## src/rtl/ads7883_emulator.sv

```systemverilog
// Serial-ADC slave emulator: replays a 12-bit conversion word on SDO, framed by CONVST and clocked by SCLK.
// Define ADC_EMU_RAMP_EN to replace sample_in with an internal 12-bit ramp that advances once per completed frame.
module ads7883_emulator #(
    parameter int SYNC_STAGES = 2,  // 2..4
    parameter int LEAD_ZEROS  = 2   // 1..240
) (
    input  logic        clk,
    input  logic        rst,
    input  logic        CONVST,
    input  logic        SCLK,
    input  logic [11:0] sample_in,
    output logic        SDO,
    output logic        SDO_OE,
    output logic        frame_done,
    output logic [15:0] frame_cnt,
    output logic [1:0]  state_dbg
);

    typedef enum logic [1:0] {
        IDLE  = 2'd0,
        LEAD  = 2'd1,
        DATA  = 2'd2,
        TRAIL = 2'd3
    } state_t;

    localparam logic [7:0] LZ_CNT   = 8'(LEAD_ZEROS);
    localparam logic [7:0] LAST_CNT = 8'(LEAD_ZEROS + 12);
    localparam logic [2:0] SETTLE   = 3'(SYNC_STAGES + 1);

    logic [SYNC_STAGES-1:0] cs_sync_q;
    logic [SYNC_STAGES-1:0] sclk_sync_q;
    logic                   cs_prev_q;
    logic                   sclk_prev_q;
    logic                   cs_s;
    logic                   sclk_s;
    logic                   cs_fall;
    logic                   cs_rise;
    logic                   sclk_fall;

    always_ff @(posedge clk) begin
        if (rst) begin
            cs_sync_q   <= '1;
            sclk_sync_q <= '1;
            cs_prev_q   <= 1'b1;
            sclk_prev_q <= 1'b1;
        end else begin
            cs_sync_q   <= {cs_sync_q[SYNC_STAGES-2:0], CONVST};
            sclk_sync_q <= {sclk_sync_q[SYNC_STAGES-2:0], SCLK};
            cs_prev_q   <= cs_s;
            sclk_prev_q <= sclk_s;
        end
    end

    assign cs_s      = cs_sync_q[SYNC_STAGES-1];
    assign sclk_s    = sclk_sync_q[SYNC_STAGES-1];
    assign cs_fall   = cs_prev_q & ~cs_s;
    assign cs_rise   = ~cs_prev_q & cs_s;
    assign sclk_fall = sclk_prev_q & ~sclk_s;

    // The synchronizers reset to 1, so a CONVST held low through reset would look like a
    // falling edge once flushed; frames are only armed after CONVST is seen high post-reset.
    logic [2:0] settle_q;
    logic       armed_q;

    always_ff @(posedge clk) begin
        if (rst) begin
            settle_q <= 3'd0;
            armed_q  <= 1'b0;
        end else if (settle_q != SETTLE) begin
            settle_q <= settle_q + 3'd1;
        end else if (cs_s) begin
            armed_q <= 1'b1;
        end
    end

    state_t      state_q, state_n;
    logic [11:0] shreg_q, shreg_n;
    logic [7:0]  bit_cnt_q, bit_cnt_n;
    logic [7:0]  cnt_inc;
    logic        sdo_q, sdo_n;
    logic        done_n;
    logic [15:0] fcnt_n;
    logic [11:0] capture_val;

`ifdef ADC_EMU_RAMP_EN
    logic [11:0] ramp_q;

    always_ff @(posedge clk) begin
        if (rst) begin
            ramp_q <= 12'd0;
        end else if (done_n) begin
            ramp_q <= ramp_q + 12'd1;
        end
    end

    assign capture_val = ramp_q;
`else
    assign capture_val = sample_in;
`endif

    assign cnt_inc = (bit_cnt_q == 8'hFF) ? bit_cnt_q : bit_cnt_q + 8'd1;

    always_comb begin
        state_n   = state_q;
        shreg_n   = shreg_q;
        bit_cnt_n = bit_cnt_q;
        sdo_n     = sdo_q;
        done_n    = 1'b0;
        fcnt_n    = frame_cnt;
        if (state_q != IDLE && cs_rise) begin
            // Abort wins over a coincident SCLK edge, including the completing one.
            state_n = IDLE;
            sdo_n   = 1'b0;
        end else begin
            case (state_q)
                IDLE: begin
                    sdo_n = 1'b0;
                    if (cs_fall && armed_q) begin
                        state_n   = LEAD;
                        shreg_n   = capture_val;
                        bit_cnt_n = 8'd0;
                    end
                end
                LEAD: begin
                    if (sclk_fall) begin
                        bit_cnt_n = cnt_inc;
                        if (cnt_inc == LZ_CNT) begin
                            sdo_n   = shreg_q[11];
                            state_n = DATA;
                        end
                    end
                end
                DATA: begin
                    if (sclk_fall) begin
                        bit_cnt_n = cnt_inc;
                        if (cnt_inc == LAST_CNT) begin
                            sdo_n   = 1'b0;
                            done_n  = 1'b1;
                            fcnt_n  = frame_cnt + 16'd1;
                            state_n = TRAIL;
                        end else begin
                            shreg_n = {shreg_q[10:0], 1'b0};
                            sdo_n   = shreg_q[10];
                        end
                    end
                end
                TRAIL: begin
                    sdo_n = 1'b0;
                    if (sclk_fall) begin
                        bit_cnt_n = cnt_inc;
                    end
                end
                default: begin
                    state_n = IDLE;
                    sdo_n   = 1'b0;
                end
            endcase
        end
    end

    always_ff @(posedge clk) begin
        if (rst) begin
            state_q    <= IDLE;
            shreg_q    <= 12'd0;
            bit_cnt_q  <= 8'd0;
            sdo_q      <= 1'b0;
            frame_done <= 1'b0;
            frame_cnt  <= 16'd0;
        end else begin
            state_q    <= state_n;
            shreg_q    <= shreg_n;
            bit_cnt_q  <= bit_cnt_n;
            sdo_q      <= sdo_n;
            frame_done <= done_n;
            frame_cnt  <= fcnt_n;
        end
    end

    assign SDO       = sdo_q;
    assign SDO_OE    = (state_q != IDLE);
    assign state_dbg = state_q;

endmodule

```

## config.mk

```make
export PLATFORM = sky130hd
export DESIGN_NAME = ads7883_emulator
export DESIGN_NICKNAME = d
export VERILOG_FILES = /design/src/rtl/ads7883_emulator.sv
export SDC_FILE = /design/constraint.sdc
export NUM_CORES = 1
export LEC_CHECK = 0
export BUFFER_PORTS_ARGS = -buffer_cell sky130_fd_sc_hd__buf_2
export CORE_MARGIN = 1.5
export CORE_UTILIZATION = 30
export CTS_CLUSTER_DIAMETER = 60
export CTS_CLUSTER_SIZE = 12
export DETAILED_ROUTE_END_ITERATION = 16
export MAX_ROUTING_LAYER = met4
export REMOVE_ABC_BUFFERS = 1
export SLEW_MARGIN = 40
export SYNTH_ARGS = -nofsm -noshare
export SYNTH_HDL_FRONTEND = slang
export SYNTH_SLANG_ARGS = --single-unit
export TNS_END_PERCENT = 20
```

## constraint.sdc

```tcl
create_clock -name clk -period 2.3 [get_ports clk]
set_clock_uncertainty 0.1 [all_clocks]
set_input_delay 0.23 -clock clk [delete_from_list [all_inputs] [get_ports clk]]
set_output_delay 0.23 -clock clk [all_outputs]
set_load 0.03 [all_outputs]
```

==> results of run 1 <==
through the flow:
stage | cell area, sq um | util | worst slack [ns] | hold WS, ns | std cells
floorplan | 2520 | - | -0.554 | 0.199 | 280
global placement | 3100 | 0.373 | -0.110 | 0.294 | 454
detailed placement | 3100 | 0.373 | -0.147 | 0.294 | 454
CTS | 3280 | 0.395 | 0.00415 | 0.0748 | 465
global route | 3560 | 0.429 | -0.103 | 0.0876 | 473
finish | 3560 | 0.429 | -0.0200 | 0.0775 | 473
logic make-up after synthesis:
logic type                 Yosys count
DFF                                 50
muxes                               18
AOI/OAI and AO/OA                   58
xor gates and xnor gates             9
buffers and inverters               26
adders and majority gates            9
and+or+nand+nor                    125
worst register-to-register path: cells and delay by family (launching register included):
family,cells,cell delay (ns)
flip-flops,1,0.37
AO/OA/AOI/OAI,4,0.97
buffers and inverters,4,0.60
AND/OR/NAND/NOR,1,0.19
placed cells by master, fill, tap and decap left out, types with 9 or more instances in the layout:
cell / synthesis / layout
a21oi_1: 12 / 10
mux2i_1: 13 / 13
buf_4: 2 / 33
inv_1: 11 / 10
nor2_1: 44 / 44
buf_2: 4 / 36
nand2_1: 13 / 13
nand3_1: 10 / 9
a211oi_1: 14 / 10
dfxtp_1: 50 / 47
routing by layer:
metal  track usage  vias up
li1              -     1197
met1         0.163     1110
met2         0.225       54
met3        0.0340        7
met4        0.0515        0
met5             -        -
Yosys cell counts (all sizes together) (2+ instances only):
library cell,count
and4,2
dfxtp,50
nand3b,5
xor2,2
clkbuf,5
nor4,7
or3,5
nor2b,7
nor3,5
o32a,2
o21a,2
ha,9
nor4b,3
a21oi,14
inv,11
a311oi,2
mux2i,13
and3,5
a211oi,14
o2111a,2
nand2,13
buf,10
nand3,10
nor2,45
and2,2
nand2b,5
or2,8
mux2,5
o21ai,9
xnor2,7
how the worst max path moves through the flow:
stage                      start            to
detailed placement  bit_cnt_q[0]  frame_cnt[6]
global route        bit_cnt_q[1]   shreg_q[11]
finish              bit_cnt_q[1]   shreg_q[11]
floorplan           state_dbg[1]  frame_cnt[6]
global placement    bit_cnt_q[0]  frame_cnt[6]
CTS                 bit_cnt_q[0]  frame_cnt[9]
power by group:
part           leakage (nW)  switching [mW]  internal [mW]
Clock                0.0514           0.312          0.325
Sequential            0.407          0.0115          0.884
Combinational         0.865          0.0583         0.0527
Total                  1.32           0.382           1.26
flip-flops by register name (all words and copies together), names as in the netlist:
register and cells:
settle_q 3, state_dbg 2, shreg_q 12, frame_done 1
armed_q 1, frame_cnt 16, sclk_sync_q 2, cs_sync_q 2
sclk_prev_q 1, SDO 1, cs_prev_q 1, bit_cnt_q 8
final cells by class:
class / instances / area (sq um)
tap: 105 / 131
clock inverter: 2 / 37.5
inverter: 11 / 41.3
fill: 822 / 4740
multi-input combinational: 219 / 1690
sequential: 50 / 1010
timing repair buffer: 80 / 586
clock buffer: 6 / 72.6
what timing repair did:
item / 4_1_cts / 5_1_grt
pin swaps: 4 / 10
hold endpoints to repair: 2 / 0
buffers inserted: 1 / 5
setup endpoints to repair: 10 / 30
gates resized for setup: 8 / 41
gates cloned: 0 / 3
hold buffers: 2 / 0
==> out/metrics.csv, run 1 <==
metric,value,unit
syn_to_final_growth,37.1,%
ys_seq_area_frac,0.385,
synth_area_leaders,"dfxtp_1, nor2_1, mux2i_1",
slew_headroom,0.597,
drc,0,
routed-wl-met2,3200,microns
yosys.area_share.simple,0.261,
layout-drive-gt1-share,0.372,
nNetsFinal,392,
die_y,96.1,microns
antenna_found_initial,0,
cpPeakStageDelay,0.37,ns
critPathTopFamily,compound AO/OA/AOI/OAI gates,
synth_top_family_by_area,simple AND/OR/NAND/NOR gates,
clkSlewWorstSetupHoldPaths,0.10,ns
root_buffer,clkbuf_8,
finalWeightedCongestion,0.831,
fin_ws,-0.0200,ns
cap_violations,0,
powerDensity,461,nW/um^2
worstSetupStartpointType,flop,
dp_hpwl,4270,microns
r2r_setup_slack,-0.02,ns
violations,negative setup slack,
synth_edf_count,0,
fin_crit_sh,1.01,
ant_nets,0,
leakagePower,1.32,nW
numCtsBuffers,5,
synth_largest_area_cell,dfxtp_1,
overflow,0,
finalSetupViolCount,2,
hold-path-endpoint,shreg_q[0],
syn-cell-area,2600,sq um
grt_max_degree,33,
grt_pass1_wl,9520,microns
hold_violations,0,
crit_slowest_cell,dfxtp_4,
clockBufferDepth,2,
synth-xor-area-share,0.0303,
irDropWorstVdd,235,uV
async_flop_share,0,
vias,2368,
synth_compound_area_frac,0.164,
grt_pass1_vias,2128,
first_pass_iters,4,
synth_cell_types,59,
highest_layer,met4,
h-tree-depth,2,
synth.yosys.warnings,0,
fp-row-count,33,
post_drt_wl_per_cell,13.7,microns
die_width,96.1,microns
worst_r2r_startpoint,bit_cnt_q[1],
rsz0062_at_grt,true,
cp_num_cells,9,
yosysTopAreaCellShare,0.385,
syn_avg_cell_area,8.81,sq um
tightest_slew,0.605,ns
final_max_slew_viol_count,0,
synthMuxAreaShare,0.0717,
portBuffers,36,
cts.sink_count,50,
dieArea,9230,sq um
total_power,1.64,mW
synthCells,295,
min_period,2.32,ns
hp-class,in2reg,
worstPathRequired,2.43,ns
num_antenna_cells,0,
clk_latency,0.32,ns
core,8300,sq um
cts_tree,built,
cp_cell_sequence,buf_4 -> and2_1 -> o21ai_1 -> a41oi_2 -> buf_6 -> buf_6 -> o32a_4 -> clkbuf_16 -> a311oi_2,
reg2reg_to,shreg_q[11],
synth.ff_latch_count,50,
crit_path_end_kind,flop,
hold_path_depth,3,
drtIter0Drc,100,
wl_met1,2900,microns
crit_type,reg2reg,
ff2ff_path_depth,9,
crit_fanout,7,
routed_wl,6470,microns
ioPinCount,37,
cp.arrival,2.45,ns
synth_ff_type,dfxtp_1,
status,finished with violations,
cp_num_buf_inv,4,
cp_common_cell,buf_6,
grtUsageTotal,0.138,
start_util,0.313,
met3WireLength,300,microns
synthAdderAreaFrac,0.0433,
routed_via_density,5.01,
finalSetupTns,-0.0308,ns
hp-start,sample_in[0],
fmax,431,MHz
(Power assumes the default switching activity.)
==> run 2, diff against run 1 <==
==> constraint.sdc (replaced) <==
create_clock -name clk -period 2.98 [get_ports clk]
set_clock_uncertainty 0.1 [all_clocks]
set_input_delay 0.298 -clock clk [delete_from_list [all_inputs] [get_ports clk]]
set_output_delay 0.298 -clock clk [all_outputs]
set_load 0.03 [all_outputs]
==> out/metrics.csv, run 2 (synthesis results as in run 1) <==
metric,value,unit
status,"complete, no violations",
layout-drive-gt1-share,0.222,
worstSetupStartpointType,flop,
crit_fanout,9,
min_period,2.62,ns
largest_register_ffs,16,
regMostFlops,frame_cnt,
finalWeightedCongestion,0.806,
total_power,1.28,mW
power_switching,0.285,mW
drc,0,
cp.arrival,2.74,ns
fp-row-count,33,
p_sw_frac,0.223,
post-cts-setup-buffer-count,0,
cp_cell_sequence,ha_1 -> and3_4 -> a41oi_1 -> buf_4 -> o41ai_2 -> o21ai_1 -> a2111oi_2,
die_width,96.1,microns
layout_commonest_cell,dfxtp_1,
slew_headroom,0.591,
crit_type,reg2reg,
clkSlewWorstSetupHoldPaths,0.10,ns
ioPinCount,37,
grt_pass1_vias,1937,
crit_path_end_kind,flop,
sequentialPowerShare,0.542,
rsz0062_at_grt,false,
fin_crit_sh,0.880,
final_max_slew_viol_count,0,
cap_violations,0,
cts_resized,0,
grtUsageTotal,0.126,
clk_latency,0.31,ns
routed_wl,5340,microns
clockBufferDepth,2,
overflow,0,
pwr-share-clk,0.401,
finalSetupTns,0,ns
r2r_setup_slack,0.36,ns
first_pass_iters,5,
start_util,0.313,
fmax,381,MHz
cts_tree,built,
reg_top3,"frame_cnt: 16 flops, shreg_q: 12 flops, bit_cnt_q: 8 flops",
syn_to_final_growth,16.8,%
root_buffer,clkbuf_8,
core,8300,sq um
h-tree-depth,2,
numCtsBuffers,5,
combPwrFrac,0.057,
irDropWorstVdd,162,uV
ant_nets,0,
tightest_slew,0.608,ns
dieArea,9230,sq um
portBuffers,36,
grt_max_degree,31,
vias,2140,
leakagePower,1.12,nW
routed_via_density,4.89,
timing.hold.ws,0.0673,ns
dp_hpwl,3980,microns
drtIter0Drc,118,
hold_violations,0,
num_antenna_cells,0,
die_y,96.1,microns
critPathTopFamily,compound AO/OA/AOI/OAI gates,
cp_num_buf_inv,1,
antenna_found_initial,0,
post_drt_wl_per_cell,12.2,microns
cpPeakStageDelay,0.49,ns
cts.sink_count,50,
holdBufCountCts,0,
finish.utilization,0.366,
nNetsFinal,357,
internal_power,0.994,mW
grt_pass1_wl,8980,microns
worstPathRequired,3.10,ns
hp-class,in2reg,
crit_slowest_cell,dfxtp_1,
mostFrequentLayoutCells,"dfxtp_1, nor2_1, buf_2",
powerDensity,421,nW/um^2
finalSetupViolCount,0,
==> run 2: cell types whose count changed in the layout (fill, tap and decap cells not counted), moves of 3 or more <==
cell,previous run,this run
a211oi_2,4,0
a211oi_1,10,14
dfxtp_1,47,50
o21ai_0,4,7
nor4_1,2,6
buf_6,6,0
nor4_2,3,0
o21ai_2,3,0
buf_4,33,8
==> run 2: power groups by stage <==
stage / combinational [mW] / sequential [mW] / clock [mW]
floorplan: 0.0443 / 0.707 / 0
global placement: 0.0730 / 0.708 / 0
detailed placement: 0.0752 / 0.709 / 0
CTS: 0.0752 / 0.693 / 0.531
global route: 0.0846 / 0.696 / 0.558
finish: 0.0735 / 0.693 / 0.512
==> run 2: worst paths after layout <==
check	startpoint	to	cells past startpoint
max	bit_cnt_q[0]	state_dbg[0]	7
min	CONVST	cs_sync_q[0]	2
max reg2reg	bit_cnt_q[0]	state_dbg[0]	7
min reg2reg	cs_sync_q[0]	cs_sync_q[1]	1
==> run 2: metal layers <==
metal	vias up	routed length, microns	global-route usage
met5	-	0	-
met4	0	0	0.0331
met3	0	228	0.0261
met2	41	2500	0.194
met1	973	2610	0.167
li1	1126	-	-
==> run 2: stage by stage <==
step | std cells | setup WS [ns] | instance area (sq um)
2_1_floorplan | 280 | 0.126 | 2520
3_3_place_gp | 430 | 0.401 | 2920
3_5_place_dp | 430 | 0.381 | 2920
4_1_cts | 438 | 0.351 | 3040
5_1_grt | 438 | 0.139 | 3040
6_report | 438 | 0.357 | 3040
==> run 2: final cells by class <==
type / count / area [sq um]
well taps: 105 / 131
clock buffers: 6 / 82.6
clock inverters: 2 / 38.8
inverters: 11 / 41.3
multi-input cells: 219 / 1480
flip-flops and latches: 50 / 1000
repair buffers: 45 / 260
fillers: 845 / 5260
==> run 3, diff against run 2 <==
--- a/config.mk
+++ b/config.mk
@@ -5,7 +5,7 @@
 export SDC_FILE = /design/constraint.sdc
 export NUM_CORES = 1
 export LEC_CHECK = 0
-export BUFFER_PORTS_ARGS = -buffer_cell sky130_fd_sc_hd__buf_2
+export BUFFER_PORTS_ARGS = -buffer_cell sky130_fd_sc_hd__buf_4
 export CORE_MARGIN = 1.5
 export CORE_UTILIZATION = 30
 export CTS_CLUSTER_DIAMETER = 60
==> out/metrics.csv, run 3 (synthesis results as in run 1) <==
metric,value,unit
antenna_found_initial,0,
cp_num_buf_inv,1,
regMostFlops,frame_cnt,
final_max_slew_viol_count,0,
holdBufCountCts,0,
hp-class,in2reg,
cpPeakStageDelay,0.58,ns
dieArea,9230,sq um
root_buffer,clkbuf_8,
portBuffers,36,
routed-wl-met2,2510,microns
wl_met1,2680,microns
hold-path-endpoint,cs_sync_q[0],
num_antenna_cells,0,
layout-drive-gt1-share,0.221,
hold_path_depth,2,
crit_type,reg2reg,
reg_top3,"frame_cnt: 16 flops, shreg_q: 12 flops, bit_cnt_q: 8 flops",
irDropWorstVdd,248,uV
fmax,370,MHz
cap_violations,0,
core,8300,sq um
die_y,96.1,microns
rsz0062_at_grt,false,
routed_wl,5480,microns
h-tree-depth,2,
fin_area,3100,sq um
slew_headroom,0.577,
ant_nets,0,
numCtsBuffers,5,
mostFrequentLayoutCells,"dfxtp_1, nor2_1, buf_4",
cts.sink_count,50,
ff2ff_path_depth,8,
dpl-instance-area,2990,sq um
largest_register_ffs,16,
grt_pass1_vias,1919,
met3WireLength,203,microns
vias,2161,
nNetsFinal,355,
cp_cell_sequence,ha_1 -> and3_4 -> nor4b_2 -> a41oi_2 -> buf_4 -> nor4_1 -> nand3b_1 -> o211ai_1,
ioPinCount,37,
fp-row-count,33,
crit_fanout,9,
dp_hpwl,3880,microns
routed_via_density,4.96,
clockBufferDepth,2,
hp-start,CONVST,
post_drt_wl_per_cell,12.6,microns
tightest_slew,0.629,ns
worstPathRequired,3.06,ns
worstSetupStartpointType,flop,
grtUsageTotal,0.126,
grt_pass1_wl,8900,microns
syn_to_final_growth,19.3,%
highest_layer,met4,
clk_latency,0.30,ns
powerDensity,390,nW/um^2
clkSlewWorstSetupHoldPaths,0.09,ns
finalWeightedCongestion,0.798,
worst_r2r_startpoint,bit_cnt_q[0],
die_width,96.1,microns
hold_violations,0,
reg2reg_to,state_dbg[1],
start_util,0.313,
leakagePower,1.12,nW
cts_tree,built,
critPathTopFamily,simple AND/OR/NAND/NOR gates,
r2r_setup_slack,0.28,ns
drtIter0Drc,75,
cts_resized,0,
grt_max_degree,49,
layout_commonest_cell,dfxtp_1,
crit_slowest_cell,nor4_1,
overflow,0,
finalSetupTns,0,ns
crit_path_end_kind,flop,
cp.arrival,2.78,ns
post-cts-setup-buffer-count,0,
fin_crit_sh,0.906,
finalSetupViolCount,0,
status,"complete, no violations",
min_period,2.70,ns
first_pass_iters,4,
drc,0,
[run 3: layout make-up]
class | instances | area [sq um]
Clock buffer | 7 | 96.3
Clock inverter | 1 | 8.76
Fill cell | 860 | 5200
Inverter | 11 | 41.3
Multi-Input combinational cell | 219 | 1490
Sequential cell | 50 | 1000
Tap cell | 105 | 131
Timing Repair Buffer | 43 | 335
[run 3: worst register-to-register path: cells and delay by family (launching register included)]
kind / cells / cell delay [ns]
AO/OA/AOI/OAI: 2 / 0.23
adder cells (fa/ha/maj): 1 / 0.32
buffers and inverters: 1 / 0.26
flip-flops: 1 / 0.40
AND/OR/NAND/NOR: 4 / 1.27
[run 3: metrics by stage]
step,power [mW],util,worst slack [ns],cells,hold WS (ns)
6_report,1.21,0.374,0.281,436,0.0763
5_1_grt,1.27,0.374,0.0560,436,0.0682
4_1_cts,1.23,0.373,0.183,436,0.0683
3_5_place_dp,0.787,0.360,0.186,428,0.297
3_3_place_gp,0.785,0.360,0.243,428,0.294
2_1_floorplan,0.752,-,0.126,280,0.267
[run 3: how the worst max path moves through the flow]
stage | from | end | depth (start not counted)
final | bit_cnt_q[0] | state_dbg[1] | 8
after global routing | bit_cnt_q[0] | state_dbg[1] | 8
after CTS | bit_cnt_q[0] | state_dbg[1] | 7
after floorplan | state_dbg[1] | frame_cnt[6] | 7
after detailed placement | bit_cnt_q[0] | state_dbg[1] | 7
after global placement | bit_cnt_q[0] | frame_cnt[6] | 6
[run 3: metal layers]
layer	vias up	track usage
met3	8	0.0284
met5	-	-
met2	40	0.195
met1	990	0.162
li1	1123	-
met4	0	0.0404
[run 3: power breakdown]
| group | switching [mW] | total (mW) | internal (mW) |
|---|---|---|---|
| Sequential | 0.00925 | 0.693 | 0.684 |
| Clock | 0.227 | 0.440 | 0.213 |
| Combinational | 0.0389 | 0.0770 | 0.0381 |
